### src/rtl/i2c_spi_ctrl.sv
// i2c_spi_ctrl: sequences I2C write bytes into SPI transfers under a
// command-selected chip-select and queues MISO bytes for I2C read-back.
// The first byte of each I2C write is a command:
//   [1:0] chip-select index (clamped to NCS-1)
//   [6]   empty the read queue
//   [7]   hold the chip-select across STOP
// Every later byte is queued and sent as one 8-bit SPI transfer.
module i2c_spi_ctrl #(
  parameter int NCS         = 4,
  parameter int WFIFO_DEPTH = 4,
  parameter int RFIFO_DEPTH = 4,
  parameter int CS_SETUP    = 4
) (
  input  logic           clk,
  input  logic           rst_n,
  input  logic [7:0]     i2c_rx_data,
  input  logic           i2c_rx_valid,
  input  logic           i2c_busy,
  output logic [7:0]     i2c_tx_data,
  output logic           i2c_tx_valid,
  input  logic           i2c_tx_ready,
  output logic [7:0]     spi_tx,
  output logic           spi_start,
  input  logic           spi_done,
  input  logic [7:0]     spi_rx,
  input  logic           spi_busy,
  output logic [NCS-1:0] cs_n,
  output logic           ctrl_busy,
  output logic           wr_ovf,
  output logic           rd_ovf
);

  localparam int WAW = $clog2(WFIFO_DEPTH);
  localparam int RAW = $clog2(RFIFO_DEPTH);

  typedef enum logic [2:0] {
    ST_IDLE,
    ST_SETUP,
    ST_START,
    ST_WAIT,
    ST_RELEASE
  } state_t;

  state_t r_state;
  state_t w_state_nxt;

  // Transaction framing and command registers
  logic           r_busy_d;
  logic           r_first_byte;
  logic           r_end_pending;
  logic [1:0]     r_cs_idx;
  logic           r_hold_cs;
  logic [1:0]     w_cmd_idx;

  // Chip-select and timing registers
  logic [NCS-1:0] r_cs_n;
  logic [NCS-1:0] w_cs_n_nxt;
  logic [1:0]     r_act_idx;
  logic [1:0]     w_act_idx_nxt;
  logic [3:0]     r_cnt;
  logic [3:0]     w_cnt_nxt;
  logic [7:0]     r_spi_tx;
  logic           r_wr_ovf;
  logic           r_rd_ovf;

  // Write queue
  logic [7:0]     r_wmem [WFIFO_DEPTH];
  logic [WAW-1:0] r_wwr;
  logic [WAW-1:0] r_wrd;
  logic [WAW:0]   r_wcount;

  // Read queue
  logic [7:0]     r_rmem [RFIFO_DEPTH];
  logic [RAW-1:0] r_rwr;
  logic [RAW-1:0] r_rrd;
  logic [RAW:0]   r_rcount;

  // Decoded strobes
  logic           w_busy_rise;
  logic           w_busy_fall;
  logic           w_cmd_load;
  logic           w_data_push;
  logic           w_rd_clear;
  logic           w_cs_act;
  logic           w_wfull;
  logic           w_wempty;
  logic           w_wpush;
  logic           w_wpop;
  logic           w_wdrop;
  logic [7:0]     w_whead;
  logic           w_rfull;
  logic           w_rempty;
  logic           w_rpush_req;
  logic           w_rpush;
  logic           w_rpop;
  logic           w_rdrop;
  logic           w_spi_start;
  logic           w_end_clear;

  assign w_busy_rise = i2c_busy & ~r_busy_d;
  assign w_busy_fall = ~i2c_busy & r_busy_d;
  assign w_cmd_load  = i2c_rx_valid & r_first_byte;
  assign w_data_push = i2c_rx_valid & ~r_first_byte;
  assign w_rd_clear  = w_cmd_load & i2c_rx_data[6];
  assign w_cs_act    = ~(&r_cs_n);

  assign w_wfull  = (r_wcount == (WAW+1)'(WFIFO_DEPTH));
  assign w_wempty = (r_wcount == '0);
  assign w_whead  = r_wmem[r_wrd];
  assign w_wpush  = w_data_push & (~w_wfull | w_wpop);
  assign w_wdrop  = w_data_push & w_wfull & ~w_wpop;

  assign w_rfull  = (r_rcount == (RAW+1)'(RFIFO_DEPTH));
  assign w_rempty = (r_rcount == '0);
  assign w_rpop   = i2c_tx_ready & ~w_rempty;
  assign w_rpush  = w_rpush_req & (~w_rfull | w_rpop);
  assign w_rdrop  = w_rpush_req & w_rfull & ~w_rpop;

  assign i2c_tx_data  = w_rempty ? 8'hFF : r_rmem[r_rrd];
  assign i2c_tx_valid = ~w_rempty;
  assign spi_start    = w_spi_start;
  assign spi_tx       = w_spi_start ? w_whead : r_spi_tx;
  assign cs_n         = r_cs_n;
  assign ctrl_busy    = (r_state != ST_IDLE) | ~w_wempty | spi_busy;
  assign wr_ovf       = r_wr_ovf;
  assign rd_ovf       = r_rd_ovf;

  // Clamp an out-of-range command index to the highest chip-select
  always_comb begin
    w_cmd_idx = i2c_rx_data[1:0];
    if (int'(i2c_rx_data[1:0]) >= NCS) begin
      w_cmd_idx = 2'(NCS - 1);
    end
  end

  // Track I2C framing: first-byte flag, end-of-transaction request, command fields
  always_ff @(posedge clk or negedge rst_n) begin
    if (!rst_n) begin
      r_busy_d      <= 1'b0;
      r_first_byte  <= 1'b0;
      r_end_pending <= 1'b0;
      r_cs_idx      <= 2'd0;
      r_hold_cs     <= 1'b0;
    end else begin
      r_busy_d <= i2c_busy;
      if (w_busy_rise) begin
        r_first_byte <= 1'b1;
      end else if (w_cmd_load) begin
        r_first_byte <= 1'b0;
      end
      if (w_busy_fall) begin
        r_end_pending <= 1'b1;
      end else if (w_busy_rise || w_end_clear) begin
        r_end_pending <= 1'b0;
      end
      if (w_cmd_load) begin
        r_cs_idx  <= w_cmd_idx;
        r_hold_cs <= i2c_rx_data[7];
      end
    end
  end

  // Sticky overflow flags, cleared at the start of each I2C transaction
  always_ff @(posedge clk or negedge rst_n) begin
    if (!rst_n) begin
      r_wr_ovf <= 1'b0;
      r_rd_ovf <= 1'b0;
    end else begin
      if (w_wdrop) begin
        r_wr_ovf <= 1'b1;
      end else if (w_busy_rise) begin
        r_wr_ovf <= 1'b0;
      end
      if (w_rdrop && !w_rd_clear) begin
        r_rd_ovf <= 1'b1;
      end else if (w_busy_rise) begin
        r_rd_ovf <= 1'b0;
      end
    end
  end

  // Write-queue storage
  always_ff @(posedge clk) begin
    if (w_wpush) begin
      r_wmem[r_wwr] <= i2c_rx_data;
    end
  end

  // Write-queue pointers and occupancy
  always_ff @(posedge clk or negedge rst_n) begin
    if (!rst_n) begin
      r_wwr    <= '0;
      r_wrd    <= '0;
      r_wcount <= '0;
    end else begin
      if (w_wpush) begin
        r_wwr <= r_wwr + 1'b1;
      end
      if (w_wpop) begin
        r_wrd <= r_wrd + 1'b1;
      end
      if (w_wpush && !w_wpop) begin
        r_wcount <= r_wcount + 1'b1;
      end else if (!w_wpush && w_wpop) begin
        r_wcount <= r_wcount - 1'b1;
      end
    end
  end

  // Read-queue storage
  always_ff @(posedge clk) begin
    if (w_rpush) begin
      r_rmem[r_rwr] <= spi_rx;
    end
  end

  // Read-queue pointers and occupancy; a command clear overrides push and pop
  always_ff @(posedge clk or negedge rst_n) begin
    if (!rst_n) begin
      r_rwr    <= '0;
      r_rrd    <= '0;
      r_rcount <= '0;
    end else if (w_rd_clear) begin
      r_rwr    <= '0;
      r_rrd    <= '0;
      r_rcount <= '0;
    end else begin
      if (w_rpush) begin
        r_rwr <= r_rwr + 1'b1;
      end
      if (w_rpop) begin
        r_rrd <= r_rrd + 1'b1;
      end
      if (w_rpush && !w_rpop) begin
        r_rcount <= r_rcount + 1'b1;
      end else if (!w_rpush && w_rpop) begin
        r_rcount <= r_rcount - 1'b1;
      end
    end
  end

  // Hold the last byte sent so spi_tx stays stable between transfers
  always_ff @(posedge clk or negedge rst_n) begin
    if (!rst_n) begin
      r_spi_tx <= 8'h00;
    end else if (w_spi_start) begin
      r_spi_tx <= w_whead;
    end
  end

  // Sequencer state, chip-select and setup/hold counter registers
  always_ff @(posedge clk or negedge rst_n) begin
    if (!rst_n) begin
      r_state   <= ST_IDLE;
      r_cs_n    <= '1;
      r_act_idx <= 2'd0;
      r_cnt     <= 4'd0;
    end else begin
      r_state   <= w_state_nxt;
      r_cs_n    <= w_cs_n_nxt;
      r_act_idx <= w_act_idx_nxt;
      r_cnt     <= w_cnt_nxt;
    end
  end

  // Sequencer next-state: CS assert with setup, transfer loop, CS release with hold
  always_comb begin
    w_state_nxt   = r_state;
    w_cs_n_nxt    = r_cs_n;
    w_act_idx_nxt = r_act_idx;
    w_cnt_nxt     = r_cnt;
    w_spi_start   = 1'b0;
    w_wpop        = 1'b0;
    w_rpush_req   = 1'b0;
    w_end_clear   = 1'b0;
    case (r_state)
      ST_IDLE: begin
        if (!w_wempty) begin
          if (w_cs_act) begin
            if (r_act_idx == r_cs_idx) begin
              w_state_nxt = ST_START;
            end else begin
              w_cnt_nxt   = 4'(CS_SETUP);
              w_state_nxt = ST_RELEASE;
            end
          end else begin
            for (int i = 0; i < NCS; i++) begin
              w_cs_n_nxt[i] = (i != int'(r_cs_idx));
            end
            w_act_idx_nxt = r_cs_idx;
            w_cnt_nxt     = 4'(CS_SETUP);
            w_state_nxt   = ST_SETUP;
          end
        end else if (w_cs_act && r_end_pending && !r_hold_cs) begin
          w_cnt_nxt   = 4'(CS_SETUP);
          w_state_nxt = ST_RELEASE;
        end
      end
      ST_SETUP: begin
        if (r_cnt <= 4'd1) begin
          w_state_nxt = ST_START;
        end else begin
          w_cnt_nxt = r_cnt - 4'd1;
        end
      end
      ST_START: begin
        w_spi_start = 1'b1;
        w_wpop      = 1'b1;
        w_state_nxt = ST_WAIT;
      end
      ST_WAIT: begin
        if (spi_done) begin
          w_rpush_req = 1'b1;
          w_state_nxt = w_wempty ? ST_IDLE : ST_START;
        end
      end
      ST_RELEASE: begin
        if (r_cnt <= 4'd1) begin
          w_cs_n_nxt  = '1;
          w_end_clear = 1'b1;
          w_state_nxt = ST_IDLE;
        end else begin
          w_cnt_nxt = r_cnt - 4'd1;
        end
      end
      default: begin
        w_state_nxt = ST_IDLE;
      end
    endcase
  end

endmodule
### config.mk
export PLATFORM = sky130hd
export DESIGN_NAME = i2c_spi_ctrl
export DESIGN_NICKNAME = d
export VERILOG_FILES = /design/src/rtl/i2c_spi_ctrl.sv
export SDC_FILE = /design/constraint.sdc
export NUM_CORES = 1
export LEC_CHECK = 0
export ABC_AREA = 1
export CORE_MARGIN = 2
export CORE_UTILIZATION = 30
export DETAILED_ROUTE_END_ITERATION = 16
export PLACE_DENSITY = 0.59
export SYNTH_ARGS = -nofsm -noshare
export SYNTH_HDL_FRONTEND = slang
export SYNTH_SLANG_ARGS = --single-unit
### constraint.sdc
create_clock -name clk -period 3 [get_ports clk]
set_clock_uncertainty 0.2 [all_clocks]
set_input_delay 0.6 -clock clk [delete_from_list [all_inputs] [get_ports clk]]
set_output_delay 0.6 -clock clk [all_outputs]
set_load 0.05 [all_outputs]
* Word level (Yosys, flattened, before mapping) *
Memories as Yosys holds them, arrays and structs flattened.
Index checks and enable logic that the tools add are counted.

storage, ports and cells
  word-level logic and storage cells = 155
  bits in latches = 0
  RAM bits = 64
  memory bits (read-only) = 0
  bits of input ports = 23
  memories kept = 2
  output and inout port bits = 25
  bits in registers = 43

memory list
  name    depth  bits a word  rd ports  clocked after memory_dff  write ports  line  text
  r_rmem  4      8            1         0                         1            73    logic [7:0] r_rmem [RFIFO_DEPTH];
  r_wmem  4      8            1         0                         1            67    logic [7:0] r_wmem [WFIFO_DEPTH];

operators by class
  reduce and logical (&&, ||, !) cells = 35
  $mul = 0
  magnitude comparators = 1
  shifts and indexed selects = 0
  $add $sub $neg = 9
  bitwise gates (word level) = 26
  equal/unequal tests = 18
  div/mod/pow operators = 0
  multiplexer cells = 46

operator list
  kind                                                             count
  two-way mux 3 bit                                                12
  two-way mux 4 bit                                                8
  nonzero test 2 bit                                               10
  two-way mux 1 bit                                                16
  two-way mux 8 bit                                                2
  one-hot mux 4 bit (2 select lines)                               2
  AND reduction 4 bit                                              4
  one-hot mux 3 bit (5 select lines)                               1
  bitwise AND 1 bit                                                12
  inequality test 2 bit (second input constant)                    6
  two-way mux 2 bit                                                5
  inverter 1 bit                                                   10
  == test 3 bit (second input constant)                            3
  zero test 3 bit                                                  3
  adder 2 x 1 -> 2 bit (second input constant)                     4
  logical AND 1 bit                                                7
  adder 3 x 1 -> 3 bit (second input constant)                     2
  == test 3 x 2 -> 1 bit (second input constant)                   2
  zero test 1 bit                                                  6
  AND reduction 6 bit                                              1
  nonzero test 3 bit                                               2
  subtractor 3 x 1 -> 3 bit (second input constant)                2
  less-or-equal comparator 4 x 1 -> 1 bit (second input constant)  1
  inequality test 2 bit (first input constant)                     2
  other kinds (9)                                                  12

* Longest topological paths before layout *
  word-level depth = 10
  mapped depth = 10
  depth with buffers taken out = 10

* Worst setup path before layout *
Ideal clock, no wire load.

  path type = register to output
  start = register r_rrd[0]
  end = output i2c_tx_data[0]
  stages on the path, launching flop included = 6
  data arrival time = 2.607 ns
  path slack = -0.407 ns
  path buffers = 2
  required time = 2.200 ns
  cell sequence = dfrtp_1 > buf_2 > inv_2 > buf_4 > nor2_1 > o311ai_0

on the way
  word-level cells in the longest chain between the ends = 2

RTL lines
  what                      line  text
  start: declaration        75    logic [RAW-1:0] r_rrd;
  start signal: assignment  232   r_rrd <= r_rrd + 1'b1;
  memory read (4 x 8 bit)   n/a
  two-way mux 8 bit         119   assign i2c_tx_data = w_rempty ? 8'hFF : r_rmem[r_rrd];
  end: declaration          19    output logic [7:0] i2c_tx_data,

Every way passes these cells.

* Worst setup path after layout *
  start = register r_wrd[0]
  end = output spi_tx[3]

on the way
  word-level cells in the longest chain between the ends = 2

RTL lines
  what                      line  text
  start: declaration        69    logic [WAW-1:0] r_wrd;
  start signal: assignment  200   r_wrd <= r_wrd + 1'b1;
  memory read (4 x 8 bit)   n/a
  two-way mux 8 bit         n/a
  end: declaration          22    output logic [7:0] spi_tx,

Every way passes these cells.

==> summary.txt <==
Distinct cells, synth -> 35
Startpoint types -> flip-flop
Fmax -> 356 MHz
VDD IR max -> 521 uV
Share of cells above drive strength 1 -> 16.9%
Vias in the first global route -> 3260
Clock period minus worst slack -> 2810 ps
Diodes inserted -> 0
Mapped Nets -> 479
Max_slew headroom -> 63.9%
DR DRC count -> 0
Pwr/cell area -> 1010 nW/um^2
CTS clock-pin slew for the worst setup and hold paths -> 70 ps
Crit path launch -> r_wrd[0]
Slew at the pin closest to its max-slew limit -> 542 ps
Clk sink count -> 107
DR vias -> 3313
CTS tree -> built
Area grow syn2layout -> 23.7%
Post-CTS Setup Inserts -> 0
Area share of the largest cell type after synthesis -> 40.2%
Pre-CTS WS -> 251 ps
Yosys top cell by area -> edfxtp_1
Fin. max-slew vios -> 0
Tcrit/Tclk final -> 93.8%
Top cells by area, synth -> edfxtp_1 40%, dfrtp_1 20%, nand2_1 5.7%
Leak Pwr -> 2.42 nW
Gr ovfl total -> 0
# H-tree levels -> 3
Sequential area share after synthesis -> 62.8%
Comb pwr share -> 44.8%
IO Port Bufs -> 47
Detail Placement HPWL -> 6.91 mm
Die H -> 130 microns
GP Congestion -> 0.765
Antenna-violating nets left -> 0
Total Routing Usage GR -> 12.6%
Outcome -> finished clean
Die Area -> 17000 sq um
CP arrival -> 2010 ps
Initial antenna violation count -> 0
Hold Crit Class -> reg -> reg
Clk_lat worst skew -> 350 ps
P_int -> 3.47 mW
Resized Gates After CTS -> 0
Io pins -> 48
Setup violators final -> 0
Setup Crit Path Kind -> reg -> out
Final worst slack -> 187 ps
Die width -> 130 microns
CTS max path bufs -> 2
Length of the first detailed-routing pass in iterations -> 4
Max incr delay on CP -> 560 ps
Avg Synthesized Cell Area -> 10.8 sq um
Mapped Cells -> 443
NumNets Final -> 540
Tot Pwr -> 5.97 mW
RSZ-0062 raised after global routing -> no
Clk pwr share -> 19.9%
TritonCTS Buffers -> 9
Worst reg2reg path startpoint -> r_state[2]
Site Rows -> 46
Final setup TNS -> 0 ps
Largest net degree at the start of global routing -> 30
DR vias/cell -> 4.57
Hold-fix buffers at CTS -> 1
Core area -> 15700 sq um
Worst setup EP type -> primary output
WP buf/inv -> 2
Sequential share of power -> 35.4%
CP required -> 2200 ps
Top cell by count, worst path -> nand2_1
HP Start -> r_cnt[1]
CP Max Fanout -> 18
Iter 0 DRT Violations -> 207
Post-Syn Area -> 4780 sq um
Max cap viols -> 0
Flops & latches, synth -> 107
Ys Warns -> 0
Switching Share -> 41.9%
CP max stage cell -> dfrtp_1
Routed len/inst -> 13.8 microns
Final Hold Fails -> 0
Global-route wire length before repair -> 16.3 mm
Initial Utilization -> 30.5%
Net Sw Power -> 2.51 mW
CTS root buffer -> clkbuf_16
Drt total wl -> 9.98 mm
Worst-path cell chain -> inv_2 -> nor2_1 -> o32ai_1 -> nand2_1 -> nand2_1 -> buf_12
Delay-heaviest family, CP -> flip-flops
power by group through the flow:
| stage | Clock, mW | Combinational (mW) | Sequential (mW) |
|---|---|---|---|
| after floorplan | 0 | 1.80 | 2.16 |
| after global placement | 0 | 2.64 | 2.13 |
| after detailed placement | 0 | 2.69 | 2.14 |
| after CTS | 1.22 | 2.70 | 2.11 |
| after global routing | 1.27 | 2.93 | 2.17 |
| final | 1.19 | 2.68 | 2.11 |
layout make-up:
cell class | count | area (sq um)
Clock buffer | 10 | 229
Clock inverter | 6 | 66.3
Fill cell | 1506 | 9800
Inverter | 50 | 188
Multi-Input combinational cell | 277 | 1550
Sequential cell | 107 | 3000
Tap cell | 216 | 270
Timing Repair Buffer | 59 | 613
cells in the final DEF, fill, tap and decap left out, drive strengths merged, types with 2 or more instances in the layout:
cell type | netlist | layout
dfrtp | 39 | 39
clkdlybuf4s50 | 0 | 28
nand3 | 25 | 25
o21ai | 38 | 38
ha | 11 | 11
clkbuf | 1 | 10
fa | 2 | 2
edfxtp | 64 | 64
nand4 | 5 | 5
xnor2 | 2 | 2
or2 | 3 | 3
nand2 | 79 | 79
clkinvlp | 0 | 2
clkinv | 1 | 3
inv | 49 | 50
dfstp | 4 | 4
o311ai | 8 | 8
xor2 | 6 | 6
o32ai | 8 | 8
nor2 | 78 | 78
a21oi | 8 | 8
o22ai | 2 | 2
buf | 8 | 30
logic make-up after synthesis:
family          synth area share [%]
fa+ha+maj                       3.71
buf+inv                         4.89
simple gates                    18.5
xor+xnor                        1.46
flops                           62.8
compound gates                  8.63
synthesized netlist by cell type, drive strengths merged:
library cell and count:
nand2 79, o311ai 8, o22ai 2, o32ai 8
o31ai 1, xnor2 2, nand4 5, fa 2
clkbuf 1, clkinv 1, nor2 78, inv 49
edfxtp 64, nand3 25, a21oi 8, dfrtp 39
or2 3, buf 8, dfstp 4, o21a 1
xor2 6, ha 11, o21ai 38
worst reg2reg max path, stage by stage (launching register included):
cell and delay, ps:
dfrtp_1 430, inv_2 140, nand3_2 300, a21oi_4 310, ha_1 170, inv_1 60, fa_1 380, a21oi_1 150
o21ai_0 110, xor2_1 150
worst paths after layout:
path / end / slack, ps / cells after the start
worst max-delay path: spi_tx[3] / 190 / 6
worst max register to register: r_wcount[2] / 480 / 9
max in group asynchronous: cs_n[2] / 1340 / 3
min in group asynchronous: r_spi_tx[7] / 490 / 2
worst min register to register: r_cnt[1] / 280 / 2
worst min-delay path: r_cnt[1] / 280 / 2
metal layers:
metal  track usage [%]  part of all wire, %  up-vias
met5                 0                    0        -
met4              5.12                  1.8        0
met3              2.75                  3.2        9
met2              20.5                   49       58
met1              16.5                   46     1627
li1                  -                    -     1619
per-stage QoR:
step	instance area, sq um	instances	utilization, %	hold WS, ps
2_1_floorplan	4780	443	-	104
3_3_place_gp	5610	708	35.7	257
3_5_place_dp	5610	708	35.7	258
4_1_cts	5920	725	37.7	275
5_1_grt	5920	725	37.7	326
6_report	5920	725	37.7	275
flip-flops by register name, summed over array words and instances, names as in the netlist, 3 cells and up:
signal	cells
cs_n	4
r_cnt	4
r_rcount	3
r_rmem	32
r_spi_tx	8
r_state	3
r_wcount	3
r_wmem	32
Power figures use the tool's default switching activity.
